[src/rtl/uart_frame_pkg.sv]
// Shared constants and state encoding for the UART frame receive path.
package uart_frame_pkg;

  localparam logic [7:0] SOF = 8'hA5;

  localparam logic [1:0] ERR_LEN     = 2'd1;
  localparam logic [1:0] ERR_CHK     = 2'd2;
  localparam logic [1:0] ERR_TIMEOUT = 2'd3;

  typedef enum logic [2:0] {
    IDLE,
    LEN,
    PAYLOAD,
    CHK,
    DRAIN
  } state_t;

endpackage

[src/rtl/uart_frame_buf.sv]
// Payload store: one synchronous write port, one combinational read port.
module uart_frame_buf #(
  parameter int MAX_LEN = 16,
  parameter int PTR_W   = 4
) (
  input  logic             i_Clock,
  input  logic             wr_en,
  input  logic [PTR_W-1:0] wr_addr,
  input  logic [7:0]       wr_data,
  input  logic [PTR_W-1:0] rd_addr,
  output logic [7:0]       rd_data
);

  logic [7:0] mem [MAX_LEN];

  always_ff @(posedge i_Clock) begin
    if (wr_en) mem[wr_addr] <= wr_data;
  end

  assign rd_data = mem[rd_addr];

endmodule

[src/rtl/uart_rx_deframer.sv]
// Hunts SOF/LEN/PAYLOAD/CHK frames in the UART byte stream, validates them and
// streams the buffered payload out over a valid/ready byte interface.
module uart_rx_deframer
  import uart_frame_pkg::*;
#(
  parameter int MAX_LEN      = 16,
  parameter int TIMEOUT_CLKS = 10000
) (
  input  logic       i_Clock,
  input  logic       i_Rst_L,
  input  logic       i_RX_DV,
  input  logic [7:0] i_RX_Byte,
  output logic [7:0] o_Data,
  output logic       o_Valid,
  input  logic       i_Ready,
  output logic       o_Last,
  output logic [7:0] o_Frame_Len,
  output logic       o_Err,
  output logic [1:0] o_Err_Code,
  output logic       o_Overrun
);

  localparam int PTR_W = (MAX_LEN > 1) ? $clog2(MAX_LEN) : 1;
  localparam int TO_W  = $clog2(TIMEOUT_CLKS + 1);
  localparam logic [TO_W-1:0] TO_LAST   = TO_W'(TIMEOUT_CLKS - 1);
  localparam logic [7:0]      MAX_LEN_B = 8'(MAX_LEN);

  state_t            state;
  logic [7:0]        len;
  logic [7:0]        acc;
  logic [PTR_W-1:0]  wr_ptr;
  logic [PTR_W-1:0]  rd_ptr;
  logic [TO_W-1:0]   to_cnt;
  logic [7:0]        rd_data;
  logic [7:0]        len_m1;
  logic [7:0]        chk_sum;
  logic              in_frame;
  logic              to_hit;
  logic              buf_we;

  function automatic logic len_ok(input logic [7:0] b);
    return (b != 8'd0) && (b <= MAX_LEN_B);
  endfunction

  assign len_m1   = len - 8'd1;
  assign chk_sum  = acc + i_RX_Byte;
  assign in_frame = (state == LEN) || (state == PAYLOAD) || (state == CHK);
  // A byte arriving on the expiry cycle takes priority over the timeout.
  assign to_hit   = in_frame && !i_RX_DV && (to_cnt == TO_LAST);
  assign buf_we   = (state == PAYLOAD) && i_RX_DV;
  assign o_Data   = o_Valid ? rd_data : 8'h00;

  uart_frame_buf #(
    .MAX_LEN (MAX_LEN),
    .PTR_W   (PTR_W)
  ) u_buf (
    .i_Clock (i_Clock),
    .wr_en   (buf_we),
    .wr_addr (wr_ptr),
    .wr_data (i_RX_Byte),
    .rd_addr (rd_ptr),
    .rd_data (rd_data)
  );

  always_ff @(posedge i_Clock or negedge i_Rst_L) begin
    if (!i_Rst_L) begin
      state       <= IDLE;
      len         <= 8'd0;
      acc         <= 8'd0;
      wr_ptr      <= '0;
      rd_ptr      <= '0;
      to_cnt      <= '0;
      o_Valid     <= 1'b0;
      o_Last      <= 1'b0;
      o_Frame_Len <= 8'd0;
      o_Err       <= 1'b0;
      o_Err_Code  <= 2'd0;
      o_Overrun   <= 1'b0;
    end else begin
      o_Err     <= 1'b0;
      o_Overrun <= 1'b0;

      if (in_frame && !i_RX_DV && !to_hit) to_cnt <= to_cnt + TO_W'(1);
      else                                 to_cnt <= '0;

      if (to_hit) begin
        o_Err      <= 1'b1;
        o_Err_Code <= ERR_TIMEOUT;
        state      <= IDLE;
      end else begin
        case (state)
          IDLE: begin
            if (i_RX_DV && (i_RX_Byte == SOF)) state <= LEN;
          end
          LEN: begin
            if (i_RX_DV) begin
              if (!len_ok(i_RX_Byte)) begin
                o_Err      <= 1'b1;
                o_Err_Code <= ERR_LEN;
                state      <= IDLE;
              end else begin
                len    <= i_RX_Byte;
                acc    <= i_RX_Byte;
                wr_ptr <= '0;
                state  <= PAYLOAD;
              end
            end
          end
          PAYLOAD: begin
            if (i_RX_DV) begin
              acc <= chk_sum;
              if (8'(wr_ptr) == len_m1) state  <= CHK;
              else                      wr_ptr <= wr_ptr + PTR_W'(1);
            end
          end
          CHK: begin
            if (i_RX_DV) begin
              if (chk_sum == 8'd0) begin
                state       <= DRAIN;
                rd_ptr      <= '0;
                o_Valid     <= 1'b1;
                o_Last      <= (len == 8'd1);
                o_Frame_Len <= len;
              end else begin
                o_Err      <= 1'b1;
                o_Err_Code <= ERR_CHK;
                state      <= IDLE;
              end
            end
          end
          DRAIN: begin
            // Input is not parsed while draining; anything arriving is lost.
            o_Overrun <= i_RX_DV;
            if (i_Ready) begin
              if (o_Last) begin
                state       <= IDLE;
                o_Valid     <= 1'b0;
                o_Last      <= 1'b0;
                o_Frame_Len <= 8'd0;
              end else begin
                rd_ptr <= rd_ptr + PTR_W'(1);
                o_Last <= ((8'(rd_ptr) + 8'd1) == len_m1);
              end
            end
          end
          default: state <= IDLE;
        endcase
      end
    end
  end

endmodule

[config.mk]
export PLATFORM = sky130hd
export DESIGN_NAME = uart_rx_deframer
export DESIGN_NICKNAME = d
export VERILOG_FILES = /design/src/rtl/uart_frame_pkg.sv /design/src/rtl/uart_frame_buf.sv /design/src/rtl/uart_rx_deframer.sv
export SDC_FILE = /design/constraint.sdc
export NUM_CORES = 1
export LEC_CHECK = 0
export BUFFER_PORTS_ARGS = -buffer_cell sky130_fd_sc_hd__clkbuf_2
export CAP_MARGIN = 20
export CELL_PAD_IN_SITES_DETAIL_PLACEMENT = 0
export CELL_PAD_IN_SITES_GLOBAL_PLACEMENT = 1
export CORE_MARGIN = 5
export CORE_UTILIZATION = 43
export DETAILED_ROUTE_END_ITERATION = 16
export PLACE_DENSITY_LB_ADDON = 0.08
export SLEW_MARGIN = 20
export SYNTH_ARGS = -nofsm -noshare
export SYNTH_HDL_FRONTEND = slang
export SYNTH_SLANG_ARGS = --single-unit
[constraint.sdc]
create_clock -name i_Clock -period 4 [get_ports i_Clock]
set_clock_uncertainty 0.2 [all_clocks]
set_input_delay 1.2 -clock i_Clock [delete_from_list [all_inputs] [get_ports i_Clock]]
set_output_delay 1.2 -clock i_Clock [all_outputs]
set_load 0.02 [all_outputs]
Word-level counts from Yosys, hierarchy flattened
Memories as Yosys holds them, arrays and structs flattened. Cells that the tools add are included. Widths: inputs -> output; s select.

Output and inout port bits: 22. Flip-flop bits (word level): 55. RAM bits: 128. Memories: 1.

Muxes and demuxes: 58. Equal/unequal tests: 27. Bitwise logic cells: 1. $lt $le $gt $ge: 1. Add/subtract/negate cells: 6. Reductions and logical operators: 24.

Memories: u_buf.mem (depth 16, width 8, read ports 1, clocked after memory_dff 0, write ports 1, line uart_frame_buf.sv:14) `logic [7:0] mem [MAX_LEN];`.

Operators with widths (number): $mux 8 (8); $mux 4 (8); $pmux 8 s2 (2); $mux 3 (9); $ne 3x3->1 const B (8); $reduce_and 6->1 (3); $mux 1 (17); $pmux 4 s2 (2); $pmux 3 s5 (1); $reduce_and 5->1 (3); $add 14x1->14 const B (1); $eq 14x14->1 const B (1); $mux 14 (1); $ne 2x2->1 const B (7); $mux 2 (6); $add 4x1->4 const B (2); $add 8x8->8 (1); $eq 4x8->1 (1); $eq 5x8->1 (1); $eq 8x1->1 const B (1); $eq 8x8->1 const B (1); $le 8x5->1 const B (1); $logic_not 8->1 (1); $reduce_bool 8->1 (1); other kinds (18) (30).

Logic depth before layout (Yosys ltp)
Word-level depth: 8. Depth in mapped cells: 11. Gate-level depth less buffers: 10.

Hierarchy
Synthesis repeated with hierarchy kept, for this count alone.

Cells, all modules: 552. Area total of the unflattened synthesis: 8261.7 um^2.

By module, submodules not included: uart_frame_buf (area an instance 4987.3 um^2, times used 1, cells each 221); uart_rx_deframer (area an instance 3274.4 um^2, times used 1, cells each 331).

Worst setup path after synthesis
Ideal clock, no wire load.

Path kind: input to register. Start: input i_RX_Byte[0]. End: register rd_ptr[3]. Arrival: 3115 ps. Setup time: 121 ps. Cell stages on the path: 10. Slack: 565 ps. Buffers on the path: 0. Required time: 3679 ps. Cells stage by stage: ha_1 > inv_1 > fa_1 > nand2b_1 > a21oi_1 > xor2_1 > nor4_2 > nand4_2 > and2_4 > a22o_1.

Cells in the longest elaborated chain, start to end: 4.

RTL lines: start: declaration (line uart_rx_deframer.sv:12) `input logic [7:0] i_RX_Byte,`; $add 8x8->8 (line uart_rx_deframer.sv:46) `assign chk_sum = acc + i_RX_Byte;`; $logic_not 8->1 (line uart_rx_deframer.sv:118) `if (chk_sum == 8'd0) begin`; $ne 2x1->1 (no line); $reduce_and 6->1 (no line); end signal: assignment (line uart_rx_deframer.sv:141) `rd_ptr <= rd_ptr + PTR_W'(1);`; end: declaration (line uart_rx_deframer.sv:32) `logic [PTR_W-1:0] rd_ptr;`.

Every way passes these cells. A chain may end at the register's enable or synchronous reset.

Worst setup path after layout
Start: register rd_ptr[0]. End: output o_Data[4].

Cells in the longest elaborated chain, start to end: 2.

RTL lines: $mem_v2 16x8; $mux 8 (line uart_rx_deframer.sv:51) `assign o_Data = o_Valid ? rd_data : 8'h00;`; end: declaration (line uart_rx_deframer.sv:13) `output logic [7:0] o_Data,`.

Every way passes these cells.

==> results.cfg <==
[run_status]
status = completed

[clock_tree]
cts.sinks = 183
cts_tree = done
cts.htree.levels = 4
clkTransAtPathRegs_ns = 0.06
root_buffer = clkbuf_16
clk_path_buf_depth = 2
holdBufCountCts = 0
clkLatencyLatePin_ns = 0.43
cts_made_buffers = 17

[synthesis]
syn_inst = 578
synth_area_per_cell_um2 = 14.4
synth-async-reset-ratio = 0.301
ys_warn_count = 0
syn-num-nets = 606
ys_ff_latch = 183
syn-cell-area_mm2 = 0.00832
synth_flop_cell = edfxtp_1
ys_types = 67
synth_edf_count = 128
yosysSeqAreaShare = 0.628

[floorplan]
initial_utilization = 0.440
fp.dieW_um = 149
rows = 50
core_area_mm2 = 0.0189
die_height_um = 149
ios = 34
die_area_mm2 = 0.0222

[setup_path]
crit_top_cell = mux4_2
cp-start-kind = flop
regToRegSetupSlack_ns = 1.08
cp.arrival_ns = 2.49
path_buf_inv = 2
r2r_end = o_Frame_Len[5]
critPathKind = flop to output pin
slowest_stage = mux4_2
crit_path_end_kind = output pin
rr_startpoint = acc[0]
cp_cell_sequence = clkbuf_16, mux4_2, mux4_2, and2_1, clkbuf_2
crit_fanout = 19
cpPeakStageDelay_ns = 0.52
critical-path-top-delay-family = multiplexers
r2r_cells = 10
required_ns = 2.60

[timing]
fin_setup_tns_ns = 0
whs_ns = 0.272
finalCriticalPeriod_ns = 3.89
relSlewSlack = 0.432
hold_viol = 0
rsz0062_at_grt = false
worst_slack_ns = 0.106
setup_viol = 0
slew_viol_final = 0
worst-slew-pin-transition_ns = 0.849
clock.fmax_mhz = 257
period_share = 0.973

[power]
power.leakage_nw = 3.51
power_mw = 4.29
power_density_mw_per_mm2 = 452
ir_worst_vdd_mv = 0.279

[drt]
drt_wl_total_um = 19300
vias = 4995
ant_nets = 0
via_per_inst = 5.54
routedWlPerCell_um = 21.4
drc = 0
first_pass_iters = 5
drt_first_iter_violations = 370

[finish]
finish.instance_area_mm2 = 0.00950
final_nets = 657
drive_gt1_frac = 0.227
final_common_cell = edfxtp_1
layout_common_cells = 128 x edfxtp_1, 54 x dfrtp_1, 49 x nor2_1
area_growth_pct = 14.2
diodes = 0

[job]
maxCapViolations = 0

[placement]
placed_cell_area_mm2 = 0.00889
port_buffers = 33
place_congestion = 0.796
dp_hpwl_um = 13100
post-place-ws_ns = 0.0266

[min_path]
holdPathEnd = to_cnt[0]
hold_start = to_cnt[0]
hp-class = flop to flop
hold_depth = 1

[global_route]
grt_pass1_wl_um = 29900
grt_start_max_net_pins = 39
grt-ovfl-total = 0
antenna_found_initial = 0
grt_pass1_vias = 5072
grtUsageTotal = 0.180
==> report_power, final <==
part / internal (mW) / switching, mW / leakage (nW) / total (mW)
Clock: 0.859 / 0.709 / 0.274 / 1.57
Combinational: 0.336 / 0.272 / 1.41 / 0.608
Sequential: 2.05 / 0.0670 / 1.83 / 2.11
==> worst reg2reg max path: stages, from the launching register on <==
cell and delay, ns:
dfrtp_1 0.35, ha_1 0.20, inv_1 0.06, fa_1 0.39, nand2b_1 0.19, a21oi_1 0.16, xor2_1 0.12, nor4_2 0.47
nand4_2 0.38, nand3_1 0.20, o21ai_0 0.09
==> cells by family (layout without fill, tap and decap cells) <==
logic type / after synthesis / count (layout) / share of synthesized area
compound gates: 77 / 77 / 0.0615
xor+xnor: 32 / 32 / 0.0337
fa+ha+maj: 16 / 16 / 0.0250
buf+inv: 43 / 107 / 0.0218
flops: 183 / 183 / 0.628
mux: 44 / 44 / 0.113
simple gates: 183 / 183 / 0.117
==> flip-flops by register name, indices dropped and copies added (netlist names) <==
| register | cells |
|---|---|
| u_buf.mem | 128 |
| to_cnt | 14 |
| acc | 8 |
| len | 8 |
| o_Frame_Len | 8 |
| rd_ptr | 4 |
| wr_ptr | 4 |
| state | 3 |
| o_Err_Code | 2 |
| o_Err | 1 |
| o_Last | 1 |
| o_Overrun | 1 |
| o_Valid | 1 |
==> layout make-up <==
type                            instances  area, µm²
Fill cell                            1702       9400
Sequential cell                       183       5220
Multi-Input combinational cell        352       2920
Clock buffer                           23        482
Timing Repair Buffer                   57        413
Tap cell                              260        325
Inverter                               18       67.6
Clock inverter                          9       65.1
==> through the flow <==
stage	instances	util
global route	902	0.503
finish	902	0.503
detailed placement	868	0.471
floorplan	578	-
global placement	868	0.471
CTS	900	0.500
==> routing by layer <==
layer  global-route usage  vias to the layer above  share of wire
met5                    0                        -              0
met4               0.0494                        0         0.0095
met3               0.0383                       10          0.039
met2                0.280                      102           0.48
met1                0.258                     2601           0.47
li1                     -                     2282              -
==> synthesized netlist by cell type (all sizes together), types with 4 or more instances <==
master  count  area (µm²)
nor2b       4        25.0
xnor2      20         175
ha         15         188
nand4       4        37.5
a21oi      14        73.8
nand2      35         131
a31oi       6        43.8
nor4        6        58.8
edfxtp    128        3840
mux4       40         901
mux2i       4        40.0
o21ai      28         140
xor2       12         105
nor2       50         195
dfrtp      55        1380
and3        8        50.1
buf        11        60.1
nor3        9        56.3
clkbuf     14        53.8
nand3      31         155
inv        18        67.6
and2       18         118
==> what timing repair did <==
item                                    in CTS  in global routing
endpoints found under the setup margin       0                  3
setup buffers                                0                  0
gates resized for setup                      0                  1
==> worst max path at each step <==
stage,end,depth (start not counted),from
after floorplan,rd_ptr[3],10,i_RX_Byte[0]
after global placement,o_Frame_Len[4],11,i_RX_Byte[0]
after global routing,o_Data[2],5,rd_ptr[0]
after detailed placement,o_Frame_Len[7],11,i_RX_Byte[0]
final,o_Data[4],5,rd_ptr[0]
after CTS,o_Data[1],5,rd_ptr[0]
Power figures use the tool's default switching activity.
